===== src/rtl/vend_pkg.sv =====
// Shared types and constants for the two-panel vending-machine arbiter.
package vend_pkg;

    typedef enum logic [1:0] {
        IDLE,
        SESSION,
        WAIT_VEND,
        COOLDOWN
    } state_e;

    localparam int unsigned ONE_VAL         = 1;
    localparam int unsigned TWO_VAL         = 2;
    localparam int unsigned DEF_PRICE       = 3;
    localparam int unsigned DEF_CRED_W      = 3;
    localparam int unsigned DEF_TIMEOUT_CYC = 16;

endpackage


===== src/rtl/vend_rr_select.sv =====
// Two-requester round-robin picker; the pointer names the panel favoured on a tie
// and moves only when the owning session ends.
module vend_rr_select (
    input  logic       clk_i,
    input  logic       rst_ni,
    input  logic [1:0] req_i,
    input  logic       advance_i,
    output logic       pick_o
);

    logic ptr_q, ptr_d;

    always_comb begin
        ptr_d  = advance_i ? ~ptr_q : ptr_q;
        pick_o = (req_i == 2'b11) ? ptr_q : req_i[1];
    end

    always_ff @(posedge clk_i or negedge rst_ni) begin
        if (!rst_ni) begin
            ptr_q <= 1'b0;
        end else begin
            ptr_q <= ptr_d;
        end
    end

endmodule


===== src/rtl/vend_panel_arbiter.sv =====
// Shares one vending machine between two coin panels, one purchase session at a time.
// Define VEND_TIMEOUT_EN to abort sessions that stall for TIMEOUT_CYC idle cycles.
module vend_panel_arbiter
    import vend_pkg::*;
#(
    parameter int unsigned PRICE       = DEF_PRICE,
    parameter int unsigned TIMEOUT_CYC = DEF_TIMEOUT_CYC,
    parameter int unsigned CRED_W      = DEF_CRED_W
) (
    input  logic              clk,
    input  logic              reset,
    input  logic [1:0]        p_one_in,
    input  logic [1:0]        p_two_in,
    input  logic              choco_in,
    input  logic              chng_in,
    output logic              one_out,
    output logic              two_out,
    output logic              vm_clear,
    output logic [1:0]        grant,
    output logic [1:0]        reject,
    output logic              vend_done,
    output logic              change_due,
    output logic [CRED_W-1:0] credit
);

    localparam logic [CRED_W-1:0] PriceC = CRED_W'(PRICE);
    localparam logic [CRED_W-1:0] OneC   = CRED_W'(ONE_VAL);
    localparam logic [CRED_W-1:0] TwoC   = CRED_W'(TWO_VAL);

    state_e            state_q, state_d;
    logic [1:0]        grant_q, grant_d, reject_q, reject_d;
    logic [CRED_W-1:0] credit_q, credit_d;
    logic              one_q, one_d, two_q, two_d;
    logic              vend_done_q, vend_done_d, change_due_q, change_due_d;
    logic [1:0]        coin_any;
    logic              pick, owner, accept, sess_end;

`ifdef VEND_TIMEOUT_EN
    localparam int unsigned TW = $clog2(TIMEOUT_CYC + 1);
    logic [TW-1:0] timer_q, timer_d;
    logic          vm_clear_q, vm_clear_d;
`endif

    assign coin_any = p_one_in | p_two_in;

    vend_rr_select u_rr (
        .clk_i     (clk),
        .rst_ni    (reset),
        .req_i     (coin_any),
        .advance_i (sess_end),
        .pick_o    (pick)
    );

    always_comb begin
        state_d      = state_q;
        grant_d      = grant_q;
        credit_d     = credit_q;
        reject_d     = coin_any;
        one_d        = 1'b0;
        two_d        = 1'b0;
        vend_done_d  = 1'b0;
        change_due_d = 1'b0;
        owner        = grant_q[1];
        accept       = 1'b0;
        sess_end     = 1'b0;
`ifdef VEND_TIMEOUT_EN
        timer_d      = timer_q;
        vm_clear_d   = 1'b0;
`endif
        unique case (state_q)
            IDLE: begin
                if (|coin_any) begin
                    owner   = pick;
                    accept  = 1'b1;
                    grant_d = pick ? 2'b10 : 2'b01;
`ifdef VEND_TIMEOUT_EN
                    timer_d = '0;
`endif
                end
            end
            SESSION: begin
                if (!choco_in) begin
                    accept = coin_any[owner];
`ifdef VEND_TIMEOUT_EN
                    if (accept) begin
                        timer_d = '0;
                    end else begin
                        timer_d = timer_q + TW'(1);
                        if (timer_d == TW'(TIMEOUT_CYC)) begin
                            grant_d    = 2'b00;
                            credit_d   = '0;
                            vm_clear_d = 1'b1;
                            sess_end   = 1'b1;
                            timer_d    = '0;
                            state_d    = COOLDOWN;
                        end
                    end
`endif
                end
            end
            WAIT_VEND: ;
            COOLDOWN:  state_d = IDLE;
            default:   state_d = IDLE;
        endcase

        // A dispense ends the session whether or not the price was reached first.
        if ((state_q == SESSION || state_q == WAIT_VEND) && choco_in) begin
            grant_d      = 2'b00;
            credit_d     = '0;
            vend_done_d  = 1'b1;
            change_due_d = chng_in;
            sess_end     = 1'b1;
            state_d      = COOLDOWN;
`ifdef VEND_TIMEOUT_EN
            timer_d      = '0;
`endif
        end

        if (accept) begin
            if (p_two_in[owner]) begin
                two_d    = 1'b1;
                credit_d = credit_q + TwoC;
            end else begin
                one_d    = 1'b1;
                credit_d = credit_q + OneC;
            end
            reject_d[owner] = p_one_in[owner] & p_two_in[owner];
            state_d = (credit_d >= PriceC) ? WAIT_VEND : SESSION;
        end
    end

    always_ff @(posedge clk or negedge reset) begin
        if (!reset) begin
            state_q      <= IDLE;
            grant_q      <= 2'b00;
            reject_q     <= 2'b00;
            credit_q     <= '0;
            one_q        <= 1'b0;
            two_q        <= 1'b0;
            vend_done_q  <= 1'b0;
            change_due_q <= 1'b0;
`ifdef VEND_TIMEOUT_EN
            timer_q      <= '0;
            vm_clear_q   <= 1'b0;
`endif
        end else begin
            state_q      <= state_d;
            grant_q      <= grant_d;
            reject_q     <= reject_d;
            credit_q     <= credit_d;
            one_q        <= one_d;
            two_q        <= two_d;
            vend_done_q  <= vend_done_d;
            change_due_q <= change_due_d;
`ifdef VEND_TIMEOUT_EN
            timer_q      <= timer_d;
            vm_clear_q   <= vm_clear_d;
`endif
        end
    end

`ifdef VEND_TIMEOUT_EN
    assign vm_clear = vm_clear_q;
`else
    assign vm_clear = 1'b0;
`endif

    assign one_out    = one_q;
    assign two_out    = two_q;
    assign grant      = grant_q;
    assign reject     = reject_q;
    assign vend_done  = vend_done_q;
    assign change_due = change_due_q;
    assign credit     = credit_q;

endmodule


===== config.mk =====
export PLATFORM = sky130hd
export DESIGN_NAME = vend_panel_arbiter
export DESIGN_NICKNAME = d
export VERILOG_FILES = /design/src/rtl/vend_pkg.sv /design/src/rtl/vend_rr_select.sv /design/src/rtl/vend_panel_arbiter.sv
export SDC_FILE = /design/constraint.sdc
export NUM_CORES = 1
export LEC_CHECK = 0
export ABC_AREA = 1
export CAP_MARGIN = 0
export CORE_UTILIZATION = 59
export CTS_CLUSTER_DIAMETER = 50
export DETAILED_ROUTE_END_ITERATION = 8
export DONT_BUFFER_PORTS = 1
export PLACE_DENSITY_LB_ADDON = 0.25
export SKIP_CTS_REPAIR_TIMING = 1
export SLEW_MARGIN = 40
export SYNTH_ARGS = -nofsm -noshare
export SYNTH_HDL_FRONTEND = slang
export SYNTH_SLANG_ARGS = --single-unit
export TNS_END_PERCENT = 30

===== constraint.sdc =====
create_clock -name clk -period 2.1 [get_ports clk]
set_input_delay 0.105 -clock clk [delete_from_list [all_inputs] [get_ports clk]]
set_output_delay 0.105 -clock clk [all_outputs]
set_load 0.1 [all_outputs]

Word level (Yosys, flattened, before mapping)
Cells that the tools add are included.

operators by class
  reductions and logical operators = 10
  magnitude comparators = 4
  bitwise operators = 3
  eq/ne operators = 4
  mux-type cells = 34
  add/subtract/negate cells = 2

operators with widths
  cell                                                 number
  two-way mux 1 bit                                    18
  two-way mux 2 bit                                    9
  two-way mux 3 bit                                    4
  == test 2 bit, second input constant                 3
  nonzero test 2 bit                                   3
  < comparator 1 x 2 -> 1 bit, second input constant   2
  adder 3 x 1 -> 3 bit, second input constant          1
  adder 3 x 2 -> 3 bit, second input constant          1
  >= comparator 3 x 2 -> 1 bit, second input constant  1
  nonzero test 3 bit                                   1
  bitwise mux 2 bit                                    1
  == test 2 x 1 -> 1 bit, second input constant        1
  logical AND 1 bit                                    2
  logical NOT 2 bit                                    1
  OR 2 bit                                             1
  one-hot mux 1 bit (2 select lines)                   1
  AND reduction 2 bit                                  1
  OR reduction 2 bit                                   1
  AND 1 bit                                            1
  demux 1 bit (select 1 bit)                           1
  >= comparator 1 bit, second input constant           1
  logical OR 1 bit                                     1
  NOT 1 bit                                            1

storage, ports and cells
  input port bits = 8
  flip-flop bits (word level) = 14
  word-level logic and storage cells = 66

Logic depth before layout (Yosys ltp)
  depth after elaboration = 12
  gate-level depth with buffers = 14
  depth with buffers taken out = 14

Hierarchy
Synthesis repeated with hierarchy kept, for this count alone.

unflattened totals
  cells, all modules = 103
  area, all modules = 827.0 um^2

by module, submodules not included
  module              instances  cells an instance  area an instance (um^2)  sequential area each (um^2)
  vend_panel_arbiter  1          93                 767.0                    325.3
  vend_rr_select      1          10                 60.1                     25.0

Least setup slack after synthesis
Ideal clock, no wire load.

  path type = reg-to-reg
  start = register credit_q[1], in the netlist credit[1]
  end = register state_q[1]
  arrival time = 1.775 ns
  buffers on the path = 0
  required time = 1.982 ns
  setup slack = 0.208 ns
  setup time = 0.118 ns
  cell stages (with the launch flop) = 10
  clock period less this slack = 1.892 ns
  path through = dfrtp_1 > ha_1 > inv_1 > nand3_1 > nand2_1 > inv_2 > nand2_2 > nand3_2 > nand2_1 > nand2_1

between the ends
  word-level cells in the longest chain between the ends = 6
  elaborated cells on any way between the ends = 7
  classes of those cells = 2 x add/sub; 1 x order compare; 4 x mux

ends and longest elaborated chain
  what                                                                 line                                                  text
  start, declared                                                      vend_panel_arbiter.sv:32                              logic [CRED_W-1:0] credit_q, credit_d;
  start signal, assigned                                               vend_panel_arbiter.sv:150                             credit_q <= credit_d;
  adder 3 x 1 -> 3 bit / adder 3 x 2 -> 3 bit (equally long branches)  vend_panel_arbiter.sv:125, vend_panel_arbiter.sv:122
  two-way mux 3 bit (*)                                                vend_panel_arbiter.sv:120                             if (p_two_in[owner]) begin
  two-way mux 3 bit (*)                                                vend_panel_arbiter.sv:119                             if (accept) begin
  >= comparator 3 x 2 -> 1 bit (*)                                     vend_panel_arbiter.sv:128                             state_d = (credit_d >= PriceC) ? WAIT_VEND : SESSION;
  two-way mux 2 bit (*)                                                vend_panel_arbiter.sv:128
  two-way mux 2 bit (*)                                                vend_panel_arbiter.sv:119
  end signal, assigned                                                 vend_panel_arbiter.sv:147                             state_q <= state_d;
  end, declared                                                        vend_panel_arbiter.sv:30                              state_e state_q, state_d;

Mark *: on every way between the ends. The rest lies on a longest branch, timed or not. The select of a mux whose other input is x is not followed.
A chain may end at the register's enable or synchronous reset.

Worst setup path in the final report
  start = register state_q[0]
  end = register state_q[1]

between the ends
  word-level cells in the longest chain between the ends = 9
  elaborated cells on any way between the ends = 17
  classes of those cells = 1 x order compare; 3 x eq/ne; 9 x mux; 4 x reduce/logical

ends and longest elaborated chain
  what                                                   line                       text
  logical NOT 2 bit                                      vend_panel_arbiter.sv:70   unique case (state_q)
  two-way mux 1 bit                                      vend_panel_arbiter.sv:70
  two-way mux 1 bit (not written as such) (2 in series)  vend_panel_arbiter.sv:120
  two-way mux 3 bit                                      vend_panel_arbiter.sv:120
  two-way mux 3 bit                                      vend_panel_arbiter.sv:119
  >= comparator 3 x 2 -> 1 bit                           vend_panel_arbiter.sv:128
  two-way mux 2 bit                                      vend_panel_arbiter.sv:128
  two-way mux 2 bit                                      vend_panel_arbiter.sv:119

Parallel ways exist; a longest one is shown, timed or not. The select of a mux whose other input is x is not followed.

==> results.md <==
Routing:
- The routed layout has approximately 640 vias.
- The violation count after the first detailed-route iteration is 3.
- After detailed routing, the number of vias per cell comes to between 5 and 6.
- The routed design has approximately 1500 um of wire.
- The first detailed-routing pass ran for 4 iterations.
- The antenna violation net count after detailed routing is 0.
- The routed wirelength normalized by instance count is between 10 and 15 um.
- The post-route DRC violation count is 0.

Finish:
- Of the cells placed in the final design, the portion with a size suffix greater than 1 is 0.283.
- Compared with the post-synthesis result, the final layout area differs by 11.2%.
- The most common library cell in the layout ignoring fill and taps is nand2_1.
- Leaving out fill and tap cells, the most frequent cells in the layout are 15 x nand2_1, 13 x dfrtp_1, 12 x inv_1.
- The finished cells cover 918 um^2.
- The net count of the finished layout is around 120.
- The diode insertion count for antenna repair is 0.
- The core utilization of the finished layout is 0.706.

Timing:
- The final number of max-transition violations was 0.
- In this run the tightest slew margin relative to its limit is 0.416.
- The final hold violation count is 0.
- The highest clock frequency the design can meet is roughly 600 MHz.
- Setup violations remaining at the end of the flow were counted as 0.
- The total negative slack for setup checks is 0 ns.
- Setup repair after global routing left no endpoint under its margin.
- Once routing completed, OpenROAD measured the worst setup slack at around 0.43 ns.
- The worst-case clock skew is about 0.0011 ns.
- In the finished design, the share of the clock period the worst path needs comes to 0.795.
- At the pin with the least slew margin, the transition time is 0.876 ns.
- The final period demand of the worst path is ~1.7 ns.

Floorplanning:
- For this configuration, the core starts out at a cell density of 0.635.
- The floorplan has 13 rows.
- The die is around 39 um wide.
- After floorplanning, the core was sized to cover approximately 0.0013 mm^2.
- The floorplan step set the die height to around 40 um.
- The overall die area is 0.00155 mm^2.
- The top-level port count is 20.

Placed design:
- The setup slack after placement is between 0.4 and 0.5 ns.
- Routability-driven placement finished with a final weighted congestion of 0.818.
- The number of I/O port buffers is 0.
- The area of placed instances is 875 um^2.
- The HPWL after detailed placement is between 1000 and 1500 um.

Clocking:
- Clock-pin slew was measured on the worst setup and hold paths at approximately 0.080 ns.
- Clock tree synthesis found a total of 14 sinks.
- In this run the number of H-tree levels came out at 1.
- The worst-case clock buffer depth is 2.
- The cell at the root of the clock tree is clkbuf_4.
- The clock insertion delay at the later pin of the skew report is ~0.28 ns.
- The total clock buffers created by CTS is 3.
- TritonCTS built the clock tree.

Synthesis:
- The most common flop cell mapped by yosys is dfrtp_1.
- The total of flip-flops plus latches after synthesis is 14.
- For this run, the register share of the synthesized area comes to 0.424.
- The synthesized area is a little over 800 um^2.
- In this run, synthesis inferred 0 flip-flops with an integrated enable.
- After synthesis, the share of flip-flops with an asynchronous set or reset is 1.00.
- A synthesized cell averages about 8.5 um^2.
- During synthesis, Yosys emitted a total of 0 warnings.
- The cell count after synthesis came out at 97.
- Counting distinct cell types in the post-synthesis netlist gives 21.
- The number of nets handed over by synthesis was between 100 and 150.

Setup path:
- In this run the worst setup path terminates at state_q[1]$_DFFE_PN0P_.
- The critical path starts at state_q[0]$_DFFE_PN0P_.
- The signal on the critical path passes through inv_1 -> ha_1 -> inv_1 -> nor2_4 -> nand2_4 -> nand3_2 -> nand2_4 -> nand2_1 -> nand2_1 -> inv_2 -> nand3_2 -> nand2_1 -> nand2_1.
- The required time of the critical path is about 2.3 ns.
- The worst register-to-register path has a depth of 13.
- The data arrival time of the critical path is about 1.9 ns.
- The worst setup path is launched from a flip-flop.
- The kind of critical path is flip-flop to flip-flop.
- The critical register-to-register path endpoint is state_q[1]$_DFFE_PN0P_.
- Counting stages on the worst path, the most repeated cell is nand2_1.
- The minimum setup slack among reg-to-reg paths is between 0.4 and 0.5 ns.
- In this run the worst path has a maximum fanout of 5.
- The reg-to-reg critical path startpoint is state_q[0]$_DFFE_PN0P_.
- STA classifies the critical path endpoint as a flip-flop.
- For this run, the slowest stage of the critical path takes approximately 0.4 ns.
- For this design, the slowest cell found on the critical path is dfrtp_1.

Run status:
- The run finished with clean final reports.

Global route:
- The total global-route track usage is 0.247.
- For this run, global-route usage on met1 was measured as 0.299.
- The number of antenna violations at the first check in global routing came to 0.
- The layer with the highest usage is met2.
- The met3 routing resource usage after global routing is 0.0682.
- The first global-routing pass estimated 2480 um of wire.
- The via count of the first global-routing pass was 583.
- Entering global routing, the biggest net connects 15 pins.
- The total congestion overflow after global routing is 0.
- The met2 global-route usage is 0.418.

Flow run:
- The max-capacitance violation count is 0.

Worst hold path:
- The class of the worst hold path is primary input to flip-flop.
flip-flops by register name, indices dropped and copies added (netlist names):
register / cells
reject: 2
state_q: 2
grant: 2
u_rr.ptr_q: 1
change_due: 1
two_out: 1
credit: 3
vend_done: 1
one_out: 1
kinds of logic after synthesis:
group,after synthesis,share of synthesized area
adder cells (fa/ha/maj),3,0.0455
AO/OA/AOI/OAI,14,0.0924
flip-flops,14,0.424
AND/OR/NAND/NOR,44,0.309
other,1,0.00454
XOR/XNOR,3,0.0318
buffers and inverters,18,0.0924
metrics by stage:
step,std cells,hold WS (ns)
2_1_floorplan,97,-0.191
3_3_place_gp,116,-0.190
3_5_place_dp,116,-0.190
4_1_cts,119,-0.498
5_1_grt,121,0.0320
6_report,121,0.0336
cells in the mapped netlist (3+ instances only):
cell      n  area share
dfrtp_1  14        0.42
ha_1      3       0.045
inv_1    12       0.055
inv_2     4       0.018
nand2_1  15       0.068
nand2_2   5       0.038
nand2_4   6       0.082
nand3_1   8       0.048
nor2_1    6       0.027
o21ai_0   6       0.036
o21ai_1   4       0.024
xor2_1    3       0.032
area by class of cell:
type / instances / area [um^2]
Multi-Input combinational cell: 65 / 399
Fill cell: 106 / 383
Sequential cell: 14 / 352
Inverter: 17 / 68.8
Timing Repair Buffer: 7 / 57.6
Clock buffer: 3 / 22.5
Tap cell: 15 / 18.8
worst min path at each step:
| stage | start | end | slack [ns] | cells after the start |
|---|---|---|---|---|
| 3_5_place_dp | reset | two_out$_DFF_PN0_ | -0.19 | 0 |
| 6_report | p_two_in[1] | two_out$_DFF_PN0_ | 0.03 | 2 |
| 3_3_place_gp | reset | reject[0]$_DFF_PN0_ | -0.19 | 0 |
| 5_1_grt | p_two_in[1] | two_out$_DFF_PN0_ | 0.03 | 2 |
| 2_1_floorplan | reset | change_due$_DFF_PN0_ | -0.19 | 0 |
| 4_1_cts | reset | reject[1]$_DFF_PN0_ | -0.50 | 0 |
per-layer routing:
layer,part of all wire,vias to the layer above
met2,0.52,18
met4,0.016,0
met3,0.056,2
met1,0.41,291
li1,-,324
met5,0,-
worst max-delay path: cells and delay by family, from the launching register on:
kind                     cells  cell delay, ns
adder cells (fa/ha/maj)      1            0.18
buffers and inverters        3            0.22
AND/OR/NAND/NOR              9            0.75
flip-flops                   1            0.40
Power is not shown: default switching activity piles up to over one toggle a cycle in this logic, so the estimate is an artifact.
